===== src/rtl/cla_group_carry_pipe_if.sv =====
`default_nettype none
// ============================================================================
//  Module   : cla_group_carry_pipe_if
//  Purpose  : Operand/result handshake bundle for the pipelined group-carry
//             lookahead adder. The master side drives operands and OUT_READY;
//             the slave side (the adder) returns IN_READY and the result.
//  Revision : 1.0  initial release
// ============================================================================
interface cla_group_carry_pipe_if #(
  parameter int WIDTH = 16,
  parameter int GROUP = 4
);
  localparam int NG = (GROUP >= 1) ? (WIDTH / GROUP) : 1;

  logic             IN_VALID;
  logic             IN_READY;
  logic [WIDTH-1:0] A;
  logic [WIDTH-1:0] B;
  logic             CIN;
  logic             OUT_VALID;
  logic             OUT_READY;
  logic [WIDTH-1:0] SUM;
  logic             COUT;
  logic [NG-1:0]    GG_OUT;
  logic [NG-1:0]    GP_OUT;

  modport master (
    output IN_VALID, A, B, CIN, OUT_READY,
    input  IN_READY, OUT_VALID, SUM, COUT, GG_OUT, GP_OUT
  );

  modport slave (
    input  IN_VALID, A, B, CIN, OUT_READY,
    output IN_READY, OUT_VALID, SUM, COUT, GG_OUT, GP_OUT
  );
endinterface
`default_nettype wire


===== src/rtl/cla_group_carry_pipe.sv =====
`default_nettype none
// ============================================================================
//  Module   : cla_group_carry_pipe
//  Purpose  : Exact 3-stage pipelined carry-lookahead adder. S1 forms bit and
//             group generate/propagate, S2 resolves the inter-group carries,
//             S3 ripples carries inside each group and registers the result.
//             Valid/ready on both sides, one result per cycle when unstalled.
//  Revision : 1.0  initial release
// ============================================================================
module cla_group_carry_pipe #(
  parameter int WIDTH = 16,
  parameter int GROUP = 4
) (
  input  logic                  CLK,
  input  logic                  RST_N,
  cla_group_carry_pipe_if.slave bus
);

  localparam int GDIV = (GROUP >= 1) ? GROUP : 1;
  localparam int NG   = WIDTH / GDIV;

  if ((GROUP < 1) || ((WIDTH % GDIV) != 0)) begin : g_param_check
    $error("cla_group_carry_pipe: WIDTH must be a positive multiple of GROUP");
  end

  // Handshake: a stage may load when its own slot is empty or is being emptied.
  logic out_load;
  logic s2_load;
  logic s1_load;

  // Stage 1 state: bit g/p, group GG/GP and the carry-in.
  logic             s1_valid_d, s1_valid_q;
  logic             s1_cin_d,   s1_cin_q;
  logic [WIDTH-1:0] s1_g_d,     s1_g_q;
  logic [WIDTH-1:0] s1_p_d,     s1_p_q;
  logic [NG-1:0]    s1_gg_d,    s1_gg_q;
  logic [NG-1:0]    s1_gp_d,    s1_gp_q;

  // Stage 2 state: resolved group carries plus the forwarded g/p/GG/GP.
  logic             s2_valid_d, s2_valid_q;
  logic [WIDTH-1:0] s2_g_d,     s2_g_q;
  logic [WIDTH-1:0] s2_p_d,     s2_p_q;
  logic [NG:0]      s2_c_d,     s2_c_q;
  logic [NG-1:0]    s2_gg_d,    s2_gg_q;
  logic [NG-1:0]    s2_gp_d,    s2_gp_q;

  // Stage 3 state: the output register.
  logic             out_valid_d, out_valid_q;
  logic [WIDTH-1:0] sum_d,       sum_q;
  logic             cout_d,      cout_q;
  logic [NG-1:0]    gg_out_d,    gg_out_q;
  logic [NG-1:0]    gp_out_d,    gp_out_q;

  // Combinational helpers, one set per stage.
  logic [WIDTH-1:0] bit_g;
  logic [WIDTH-1:0] bit_p;
  logic [NG-1:0]    grp_gg;
  logic [NG-1:0]    grp_gp;
  logic             s1_run;
  logic             s1_allp;
  logic [NG:0]      grp_c;
  logic             s2_run;
  logic [WIDTH-1:0] bit_sum;
  logic             s3_run;

  assign out_load = !out_valid_q || bus.OUT_READY;
  assign s2_load  = !s2_valid_q  || out_load;
  assign s1_load  = !s1_valid_q  || s2_load;

  assign bus.IN_READY  = s1_load;
  assign bus.OUT_VALID = out_valid_q;
  assign bus.SUM       = sum_q;
  assign bus.COUT      = cout_q;
  assign bus.GG_OUT    = gg_out_q;
  assign bus.GP_OUT    = gp_out_q;

  // S1: bit generate/propagate and per-group GG (carry-in 0 ripple) / GP.
  always_comb begin
    bit_g   = bus.A & bus.B;
    bit_p   = bus.A ^ bus.B;
    grp_gg  = '0;
    grp_gp  = '0;
    s1_run  = 1'b0;
    s1_allp = 1'b1;
    for (int k = 0; k < NG; k++) begin
      s1_run  = 1'b0;
      s1_allp = 1'b1;
      for (int i = 0; i < GDIV; i++) begin
        s1_run  = bit_g[k*GDIV+i] | (bit_p[k*GDIV+i] & s1_run);
        s1_allp = s1_allp & bit_p[k*GDIV+i];
      end
      grp_gg[k] = s1_run;
      grp_gp[k] = s1_allp;
    end

    s1_valid_d = s1_load ? bus.IN_VALID : s1_valid_q;
    s1_cin_d   = s1_cin_q;
    s1_g_d     = s1_g_q;
    s1_p_d     = s1_p_q;
    s1_gg_d    = s1_gg_q;
    s1_gp_d    = s1_gp_q;
    if (s1_load && bus.IN_VALID) begin
      s1_cin_d = bus.CIN;
      s1_g_d   = bit_g;
      s1_p_d   = bit_p;
      s1_gg_d  = grp_gg;
      s1_gp_d  = grp_gp;
    end
  end

  // S2: lookahead across groups, c[k+1] = GG[k] | GP[k] & c[k], c[0] = CIN.
  always_comb begin
    grp_c    = '0;
    s2_run   = s1_cin_q;
    grp_c[0] = s2_run;
    for (int k = 0; k < NG; k++) begin
      s2_run     = s1_gg_q[k] | (s1_gp_q[k] & s2_run);
      grp_c[k+1] = s2_run;
    end

    s2_valid_d = s2_load ? s1_valid_q : s2_valid_q;
    s2_g_d     = s2_g_q;
    s2_p_d     = s2_p_q;
    s2_c_d     = s2_c_q;
    s2_gg_d    = s2_gg_q;
    s2_gp_d    = s2_gp_q;
    if (s2_load && s1_valid_q) begin
      s2_g_d  = s1_g_q;
      s2_p_d  = s1_p_q;
      s2_c_d  = grp_c;
      s2_gg_d = s1_gg_q;
      s2_gp_d = s1_gp_q;
    end
  end

  // S3: ripple each group's carry from c[k] to form the sum; hold when stalled.
  always_comb begin
    bit_sum = '0;
    s3_run  = 1'b0;
    for (int k = 0; k < NG; k++) begin
      s3_run = s2_c_q[k];
      for (int i = 0; i < GDIV; i++) begin
        bit_sum[k*GDIV+i] = s2_p_q[k*GDIV+i] ^ s3_run;
        s3_run            = s2_g_q[k*GDIV+i] | (s2_p_q[k*GDIV+i] & s3_run);
      end
    end

    out_valid_d = out_load ? s2_valid_q : out_valid_q;
    sum_d       = sum_q;
    cout_d      = cout_q;
    gg_out_d    = gg_out_q;
    gp_out_d    = gp_out_q;
    if (out_load && s2_valid_q) begin
      sum_d    = bit_sum;
      cout_d   = s2_c_q[NG];
      gg_out_d = s2_gg_q;
      gp_out_d = s2_gp_q;
    end
  end

  // Pipeline registers with synchronous active-low clear.
  always_ff @(posedge CLK) begin
    if (!RST_N) begin
      s1_valid_q  <= 1'b0;
      s1_cin_q    <= 1'b0;
      s1_g_q      <= '0;
      s1_p_q      <= '0;
      s1_gg_q     <= '0;
      s1_gp_q     <= '0;
      s2_valid_q  <= 1'b0;
      s2_g_q      <= '0;
      s2_p_q      <= '0;
      s2_c_q      <= '0;
      s2_gg_q     <= '0;
      s2_gp_q     <= '0;
      out_valid_q <= 1'b0;
      sum_q       <= '0;
      cout_q      <= 1'b0;
      gg_out_q    <= '0;
      gp_out_q    <= '0;
    end else begin
      s1_valid_q  <= s1_valid_d;
      s1_cin_q    <= s1_cin_d;
      s1_g_q      <= s1_g_d;
      s1_p_q      <= s1_p_d;
      s1_gg_q     <= s1_gg_d;
      s1_gp_q     <= s1_gp_d;
      s2_valid_q  <= s2_valid_d;
      s2_g_q      <= s2_g_d;
      s2_p_q      <= s2_p_d;
      s2_c_q      <= s2_c_d;
      s2_gg_q     <= s2_gg_d;
      s2_gp_q     <= s2_gp_d;
      out_valid_q <= out_valid_d;
      sum_q       <= sum_d;
      cout_q      <= cout_d;
      gg_out_q    <= gg_out_d;
      gp_out_q    <= gp_out_d;
    end
  end

endmodule
`default_nettype wire


===== src/flat_wrapper.sv =====
// flat-port wrapper written by rule: the top's interface ports become plain ports
module cla_group_carry_pipe_flat 
#(
  parameter int WIDTH = 16,
  parameter int GROUP = 4
)
  (CLK, RST_N, bus_IN_VALID, bus_A, bus_B, bus_CIN, bus_OUT_READY, bus_IN_READY, bus_OUT_VALID, bus_SUM, bus_COUT, bus_GG_OUT, bus_GP_OUT);
  cla_group_carry_pipe_if #(.WIDTH(WIDTH), .GROUP(GROUP)) bus_i ();
  input  logic CLK;
  input  logic RST_N;
  input wire logic [$bits(bus_i.IN_VALID)-1:0] bus_IN_VALID;
  input wire logic [$bits(bus_i.A)-1:0] bus_A;
  input wire logic [$bits(bus_i.B)-1:0] bus_B;
  input wire logic [$bits(bus_i.CIN)-1:0] bus_CIN;
  input wire logic [$bits(bus_i.OUT_READY)-1:0] bus_OUT_READY;
  output wire logic [$bits(bus_i.IN_READY)-1:0] bus_IN_READY;
  output wire logic [$bits(bus_i.OUT_VALID)-1:0] bus_OUT_VALID;
  output wire logic [$bits(bus_i.SUM)-1:0] bus_SUM;
  output wire logic [$bits(bus_i.COUT)-1:0] bus_COUT;
  output wire logic [$bits(bus_i.GG_OUT)-1:0] bus_GG_OUT;
  output wire logic [$bits(bus_i.GP_OUT)-1:0] bus_GP_OUT;
  assign bus_i.IN_VALID = bus_IN_VALID;
  assign bus_i.A = bus_A;
  assign bus_i.B = bus_B;
  assign bus_i.CIN = bus_CIN;
  assign bus_i.OUT_READY = bus_OUT_READY;
  assign bus_IN_READY = bus_i.IN_READY;
  assign bus_OUT_VALID = bus_i.OUT_VALID;
  assign bus_SUM = bus_i.SUM;
  assign bus_COUT = bus_i.COUT;
  assign bus_GG_OUT = bus_i.GG_OUT;
  assign bus_GP_OUT = bus_i.GP_OUT;
  cla_group_carry_pipe #(.WIDTH(WIDTH), .GROUP(GROUP)) u_core (.CLK(CLK), .RST_N(RST_N), .bus(bus_i));
endmodule

===== config.mk =====
export PLATFORM = sky130hd
export DESIGN_NAME = cla_group_carry_pipe_flat
export DESIGN_NICKNAME = d
export VERILOG_FILES = /design/src/rtl/cla_group_carry_pipe_if.sv /design/src/rtl/cla_group_carry_pipe.sv /design/src/flat_wrapper.sv
export SDC_FILE = /design/constraint.sdc
export NUM_CORES = 1
export LEC_CHECK = 0
export BUFFER_PORTS_ARGS = -buffer_cell sky130_fd_sc_hd__buf_2
export CAP_MARGIN = 20
export CORE_MARGIN = 5
export CORE_UTILIZATION = 61
export DETAILED_ROUTE_END_ITERATION = 6
export PLACE_DENSITY = 0.84
export SYNTH_ARGS = -nofsm -noshare
export SYNTH_HDL_FRONTEND = slang
export SYNTH_SLANG_ARGS = --single-unit

===== constraint.sdc =====
create_clock -name CLK -period 5.56 [get_ports CLK]
set_input_delay 0.556 -clock CLK [delete_from_list [all_inputs] [get_ports CLK]]
set_output_delay 0.556 -clock CLK [all_outputs]
set_load 0.03 [all_outputs]

* After elaboration in Yosys (flattened, before gate mapping)
Cells that the tools add are included.
Widths: inputs -> output; s select.
** Storage, ports and cells
- Output and inout bits :: 27
- Latch bits :: 0
- Bits in read-only memories :: 0
- Memories :: 0
- Flip-flop bits (word level) :: 112
- Bits in writable memories :: 0
- Logic and storage cells :: 112
- Input bits :: 37
** Cells by class
- Reductions and logical operators :: 9
- Shifts and indexed selects :: 0
- Magnitude comparators :: 0
- Multiplexer cells :: 0
- Eq/ne operators :: 0
- Add/sub/neg operators :: 0
- Div/mod/pow operators :: 0
- Bitwise operators :: 86
- Multipliers :: 0
** Operator list (number)
- $and 1x1->1 :: 40
- $or 1x1->1 :: 28
- $and 16x16->16 :: 1
- $xor 1x1->1 :: 16
- $xor 16x16->16 :: 1
- $logic_and 1x1->1 :: 3
- $logic_not 1->1 :: 3
- $logic_or 1x1->1 :: 3

* Depth between registers and ports, before layout
Gate-level depths: netlist of run 1.
- Depth in word-level cells :: 8
- Gate-level depth with buffers :: 9
- Gate-level depth less buffers :: 9

* Least setup slack after synthesis of run 1
No wires, ideal clock.
- Kind :: register -> register
- From :: reg u_core.s2_c_q[0]
- To :: reg u_core.sum_q[3] (netlist: u_core.bus.SUM[3])
- Stages on the path, launching flop included :: 10
- Setup time :: 0.076 ns
- Required time :: 5.484 ns
- Path buffers :: 0
- Slack :: 3.716 ns
- Data arrival time :: 1.768 ns
- Path through :: dfxtp_1 -> ha_1 -> or2_2 -> ha_1 -> or2_2 -> ha_1 -> nor2_1 -> xnor2_1 -> nand2_1 -> a21boi_0
** On the way
- Word-level cells in the longest chain between the ends :: 7
** Ends and longest elaborated chain
- from (decl) :: line cla_group_carry_pipe.sv:43 : logic [NG:0] s2_c_d, s2_c_q;
- from (signal assigned) :: line cla_group_carry_pipe.sv:173 : s2_c_q <= '0;
- from (signal assigned) :: line cla_group_carry_pipe.sv:191 : s2_c_q <= s2_c_d;
- $and 1x1->1 :: line cla_group_carry_pipe.sv:144 : s3_run = s2_g_q[k*GDIV+i] | (s2_p_q[k*GDIV+i] & s3_run);
- $or 1x1->1 :: line cla_group_carry_pipe.sv:144
- $and 1x1->1 :: line cla_group_carry_pipe.sv:144
- $or 1x1->1 :: line cla_group_carry_pipe.sv:144
- $and 1x1->1 :: line cla_group_carry_pipe.sv:144
- $or 1x1->1 :: line cla_group_carry_pipe.sv:144
- $xor 1x1->1 :: line cla_group_carry_pipe.sv:143 : bit_sum[k*GDIV+i] = s2_p_q[k*GDIV+i] ^ s3_run;
- to (signal assigned) :: line cla_group_carry_pipe.sv:195 : sum_q <= sum_d;
- to (decl) :: line cla_group_carry_pipe.sv:49 : logic [WIDTH-1:0] sum_d, sum_q;
No other way between the ends.
A chain may end at the register's enable or synchronous reset.

* Final worst setup path of run 1
Same ends and word-level chain as after synthesis.

==> results.yml, run 1 <==
pwr:
  p_total_mw: 1.38
  leakage_nw: 2.19
  ir_worst_vdd_v: 0.000136
  powerDensity_nw_per_um2: 275
sta:
  fin_tns_setup_ps: 0
  hold_viol: 0
  slew_viol_final: 0
  skew_ps: 6.12
  period_minus_slack_ps: 1980
  finalSetupViolCount: 0
  tightest_slew_ps: 911
  relSlewSlack_pct: 39.3
  hold_slack_ps: 451
  max_freq_ghz: 0.504
  period_share_pct: 35.7
  grt_setup_unrepaired: "no"
setup_path:
  slowest_delay_ps: 320
  worstPathRequired_ps: 5850
  startpoint: "u_core.s2_c_q[0]"
  r2r_slack_ps: 3580
  rr_startpoint: "u_core.s2_c_q[0]"
  cp_data_arrival_time_ps: 2280
  worst-path-max-fanout: 2
  r2r-end: "u_core.bus.SUM[3]"
  critPathKind: "reg -> reg"
  crit_path_top_delay_cell: "dfxtp_1"
  cpMostUsedCell: "ha_1"
  endpoint: "u_core.bus.SUM[3]"
  cp-end-kind: "flop"
  path_cells: "ha_1, or2_2, ha_1, or2_2, ha_1, nor2_1, xnor2_1, nand2_1, a21boi_0"
  startpoint_type: "flop"
  reg2reg_depth: 9
clocking:
  clkLatencyLatePin_ps: 360
  clockRootBuffer: "clkbuf_8"
  cts_setup_buffers: 0
  clock_path_buffers: 2
  htree_levels: 3
  post_cts_resized: 0
  hold_buffers: 0
  cts_tree: "yes"
  clkTransAtPathRegs_ps: 90
  clock-sinks: 106
  cts_made_buffers: 9
placement:
  place_inst: 659
  gp_congestion: 0.772
  hpwl_um: 6070
  port_buffers: 63
floorplan:
  placementRows: 31
  die_w_um: 95.9
  coreArea_um2: 7210
  start_util_pct: 62.3
  die_h_um: 95.9
  io_pins: 64
  die_area_um2: 9190
global_route:
  grt_first_pass_wirelength_um: 14900
  first_global_vias: 3238
  antenna_found_initial: 0
  grt_usage_pct: 20.6
  grt_overflow: 0
  grt_max_degree: 142
synthesis:
  ys_ff_latch: 106
  ys_seq_area_share_pct: 47.2
  synth_cell_types: 30
  synth_top_area_share_pct: 47.2
  synth-warning-count: 0
  syn_inst: 530
  synth_fp_nets: 595
  synth_area_leaders: "dfxtp_1 (47%), nand2_1 (13%), a21boi_0 (9.8%)"
  synth_area_um2: 4500
  avgSynthCellArea_um2: 8.48
  yosysTopAreaCell: "dfxtp_1"
run:
  maxCapViolCount: 0
detailed_routing:
  dr.pass1.iters: 5
  post_drt_via_cell_ratio: 5.24
  antenna_left: 0
  wl_per_cell_um: 13.0
  drc: 0
  wl_um: 8820
  drtIter0Drc: 195
  vias: 3550
min_path:
  min_path_cells: 2
  hold_path_class: "reg -> reg"
final_layout:
  drive_gt1_share_pct: 15.9
  num_antenna_cells: 0
  stdcell_count: 677
  synthToLayoutAreaGrowth_pct: 11.2
  num-nets-final: 638
status:
  status: "finished, final reports clean"
[power breakdown]
part	internal, mW	switching, mW
registers	0.785	0.0176
logic	0.0526	0.0766
clock network	0.208	0.237
[kinds of logic (layout without fill, tap and decap cells)]
group	after synthesis	in the layout	share of synthesized area, %
xor gates and xnor gates	4	4	0.779
DFF	106	106	47.2
and+or+nand+nor	267	267	26.0
AOI/OAI and AO/OA	87	87	13.7
adders and majority gates	28	28	7.79
buffers and inverters	38	86	4.51
[sequential cells by signal, indices dropped and copies added, names as in the netlist, 4 cells and up]
name / flops
u_core.s2_gp_q: 4
u_core.s2_p_q: 16
u_core.s2_g_q: 12
u_core.bus.GP_OUT: 4
u_core.s2_gg_q: 4
u_core.s1_g_q: 12
u_core.s1_p_q: 16
u_core.bus.SUM: 16
u_core.bus.GG_OUT: 4
u_core.s1_gp_q: 4
u_core.s2_c_q: 5
u_core.s1_gg_q: 4
[cells in the final DEF (no fill, tap or decap)]
cell | synthesis | layout
a211oi_1 | 4 | 4
a21boi_0 | 59 | 59
a21boi_1 | 5 | 5
a21oi_1 | 5 | 5
a21oi_2 | 1 | 1
and2_1 | 1 | 1
and4_1 | 4 | 4
buf_16 | 0 | 2
buf_2 | 15 | 62
buf_4 | 3 | 4
bufinv_16 | 0 | 1
clkbuf_1 | 10 | 4
clkbuf_8 | 0 | 9
clkinv_2 | 0 | 2
dfxtp_1 | 106 | 106
ha_1 | 28 | 28
inv_1 | 2 | 2
nand2_1 | 160 | 160
nand2_2 | 1 | 1
nand2b_1 | 1 | 1
nand3_1 | 67 | 67
nand3b_1 | 1 | 1
nand4b_2 | 1 | 1
nor2_1 | 15 | 15
nor2b_1 | 2 | 2
nor2b_4 | 1 | 1
nor3_1 | 5 | 5
o211a_1 | 1 | 1
o21a_1 | 1 | 1
o21ai_0 | 11 | 11
or2_2 | 8 | 8
xnor2_1 | 4 | 4
[per-layer routing]
metal | wire (µm) | vias up | global-route usage [%]
li1 | - | 1865 | -
met4 | 140 | 0 | 7.46
met3 | 448 | 12 | 4.22
met2 | 3670 | 81 | 29.0
met1 | 4560 | 1592 | 30.8
met5 | 0 | - | 0
[synthesized netlist by cell type, drive strengths merged]
cell	instances
nand2	161
dfxtp	106
nand3	67
a21boi	64
ha	28
buf	26
nor2	15
o21ai	11
clkbuf	10
or2	8
a21oi	6
nor3	5
a211oi	4
and4	4
xnor2	4
nor2b	3
inv	2
and2	1
nand2b	1
nand3b	1
nand4b	1
o211a	1
o21a	1
[worst min-delay path by stage]
stage / slack [ps] / to / start
final: 450 / u_core.bus.GP_OUT[2] / u_core.bus.GP_OUT[2]
after floorplan: 430 / u_core.s1_p_q[0] / u_core.s1_p_q[0]
after detailed placement: 440 / u_core.s1_p_q[15] / u_core.s1_p_q[15]
after global placement: 440 / u_core.bus.GP_OUT[2] / u_core.bus.GP_OUT[2]
after CTS: 430 / u_core.s1_cin_q / bus_CIN
after global routing: 450 / u_core.s1_cin_q / bus_CIN
[worst max-delay path: cells and delay by family (launching register included)]
family                     cells  cell delay (ps)
xor gates and xnor gates       1              120
and+or+nand+nor                4              730
adders and majority gates      3              580
DFF                            1              320
AOI/OAI and AO/OA              1              160
[metrics by stage]
step / area, µm² / util [%] / setup slack [ps]
finish: 5000 / 69.3 / 3580
global route: 5000 / 69.3 / 3400
CTS: 4940 / 68.5 / 3560
detailed placement: 4770 / 66.1 / 3410
global placement: 4770 / 66.1 / 3430
floorplan: 4500 / - / 3720
[layout make-up]
type | count | area [µm²]
Clock buffer | 13 | 139
Timing Repair Buffer | 68 | 395
Sequential cell | 106 | 2120
Multi-Input combinational cell | 386 | 2170
Clock inverter | 3 | 40.0
Tap cell | 99 | 124
Inverter | 2 | 7.51
Fill cell | 610 | 2210
Note: power is estimated with default switching activity, not from simulation.
==> run 2, diff against run 1 <==
CORE_UTILIZATION = 51   (was 61)
PLACE_DENSITY = 0.75   (was 0.84)
clock period = 1.7 ns   (was 5.56 ns; I/O delays follow)
==> run 2 against run 1 <==
The run now ends with setup timing left. Worst setup slack got worse by 3600 ps. Total power grew to 3.3 times the previous value. Critical path type unchanged. Sequential share of layout area shrank 1.9 points. Combinational power rose to 3.5 times the previous value. Die area increased by 17%.
==> results.yml, run 2 (synthesis results as in run 1) <==
floorplan:
  die_w_um: 104
  placementRows: 34
  start_util_pct: 51.8
  die_area_um2: 10800
  coreArea_um2: 8680
  die_h_um: 104
  io_pins: 64
pwr:
  leakage_nw: 2.20
  p_total_mw: 4.48
  powerDensity_nw_per_um2: 854
  ir_worst_vdd_v: 0.000377
setup_path:
  r2r_slack_ps: -40
  startpoint: "u_core.s2_p_q[12]"
  reg2reg_depth: 9
  startpoint_type: "flop"
  endpoint: "u_core.bus.SUM[15]"
  cp-end-kind: "flop"
  cp_data_arrival_time_ps: 2040
  critPathKind: "reg -> reg"
  worstPathRequired_ps: 2000
  rr_startpoint: "u_core.s2_p_q[12]"
  r2r-end: "u_core.bus.SUM[15]"
  worst-path-max-fanout: 2
clocking:
  htree_levels: 3
  hold_buffers: 0
  cts_tree: "yes"
  clkLatencyLatePin_ps: 360
  clock-sinks: 106
  clockRootBuffer: "clkbuf_8"
  cts_setup_buffers: 0
  clkTransAtPathRegs_ps: 90
  cts_made_buffers: 9
  clock_path_buffers: 2
sta:
  relSlewSlack_pct: 77.5
  fin_tns_setup_ps: -45.5
  max_freq_ghz: 0.573
  period_minus_slack_ps: 1740
  finalSetupViolCount: 2
  slew_viol_final: 0
  hold_viol: 0
  grt_setup_unrepaired: "yes"
  tightest_slew_ps: 337
  fin_ws_ps: -43.8
  skew_ps: 10.6
  period_share_pct: 103
status:
  status: "finished with violations"
  violations: "setup timing"
run:
  maxCapViolCount: 0
final_layout:
  nFillCells: 777
  num_antenna_cells: 0
  final_cell_mix: "nand2_1 (160), dfxtp_1 (99), nand3_1 (67), buf_2 (62), a21boi_0 (55)"
  final_common_cell: "nand2_1"
  ff_latch_area_um2: 2130
  drive_gt1_share_pct: 21.1
  num-nets-final: 642
  multiInputGateArea_um2: 2350
  synthToLayoutAreaGrowth_pct: 16.8
detailed_routing:
  drtIter0Drc: 174
  vias: 3638
  wl_per_cell_um: 13.7
  drc: 0
  dr.pass1.iters: 5
  wl_um: 9460
  antenna_left: 0
  post_drt_via_cell_ratio: 5.27
global_route:
  grt_first_pass_wirelength_um: 16200
  antenna_found_initial: 0
  grt_overflow: 0
  grt_usage_pct: 17.9
  first_global_vias: 3370
  grt_max_degree: 47
placement:
  gp_congestion: 0.782
  hpwl_um: 6700
  port_buffers: 63
  place_ws_ps: -90.0
min_path:
  hold_path_class: "in -> reg"
==> run 2: cell types whose count changed in the layout (fill, tap and decap cells not counted), sizes merged <==
| cell | before | now |
|---|---|---|
| buf | 68 | 72 |
| bufinv | 1 | 0 |
| clkbuf | 13 | 11 |
| clkinv | 2 | 3 |
| clkinvlp | 0 | 1 |
| inv | 2 | 3 |
==> run 2: how the worst min path moves through the flow <==
| stage | from | endpoint | slack [ps] | cells past startpoint |
|---|---|---|---|---|
| finish | bus_CIN | u_core.s1_cin_q | 50 | 3 |
| global route | bus_CIN | u_core.s1_cin_q | 70 | 3 |
| CTS | bus_CIN | u_core.s1_cin_q | 40 | 3 |
| detailed placement | bus_CIN | u_core.s1_cin_q | 430 | 3 |
| global placement | bus_CIN | u_core.s1_cin_q | 420 | 3 |
| floorplan | bus_CIN | u_core.s1_cin_q | 300 | 2 |
==> run 2: final cells by class <==
| class | count | area share, % |
|---|---|---|
| multi-input combinational | 386 | 44.7 |
| clock inverter | 5 | 0.739 |
| inverter | 2 | 0.143 |
| clock buffer | 11 | 2.69 |
| tap | 108 | 2.57 |
| sequential | 106 | 40.6 |
| timing repair buffer | 72 | 8.53 |
==> run 2: metrics by stage <==
step | util, % | hold WS, ps | cell area, µm² | cells
after floorplan | - | 300 | 4580 | 530
after global placement | 57.2 | 420 | 4970 | 674
after detailed placement | 57.2 | 427 | 4970 | 674
after CTS | 60.2 | 41.5 | 5220 | 690
after global routing | 60.5 | 67.0 | 5250 | 690
final | 60.5 | 53.6 | 5250 | 690
==> run 2: power breakdown <==
| group | internal, mW | total [mW] | switching, mW |
|---|---|---|---|
| Combinational | 0.191 | 0.446 | 0.255 |
| Sequential | 2.57 | 2.63 | 0.0621 |
| Clock | 0.581 | 1.41 | 0.826 |
==> run 2: worst max-delay path: stages, from the launching register on <==
cell	delay [ps]
dfxtp_2	330
ha_2	170
or2_4	230
ha_4	150
or2_4	250
ha_4	160
nor2_4	70
xnor2_1	120
nand2_1	70
a21boi_1	130
==> run 2: routing by layer <==
metal	vias to the layer above	track usage, %	share of wire (%)
met3	19	3.72	6.5
li1	1870	-	-
met1	1639	27.1	49
met4	0	7.59	2.3
met5	-	0	0
met2	110	24.3	42
==> run 2: timing repair <==
action / CTS / global route
endpoints found under the setup margin: 5 / 6
endpoints found under the hold margin: 0 / 0
gates resized for setup: 19 / 5
pin swaps: 20 / 13
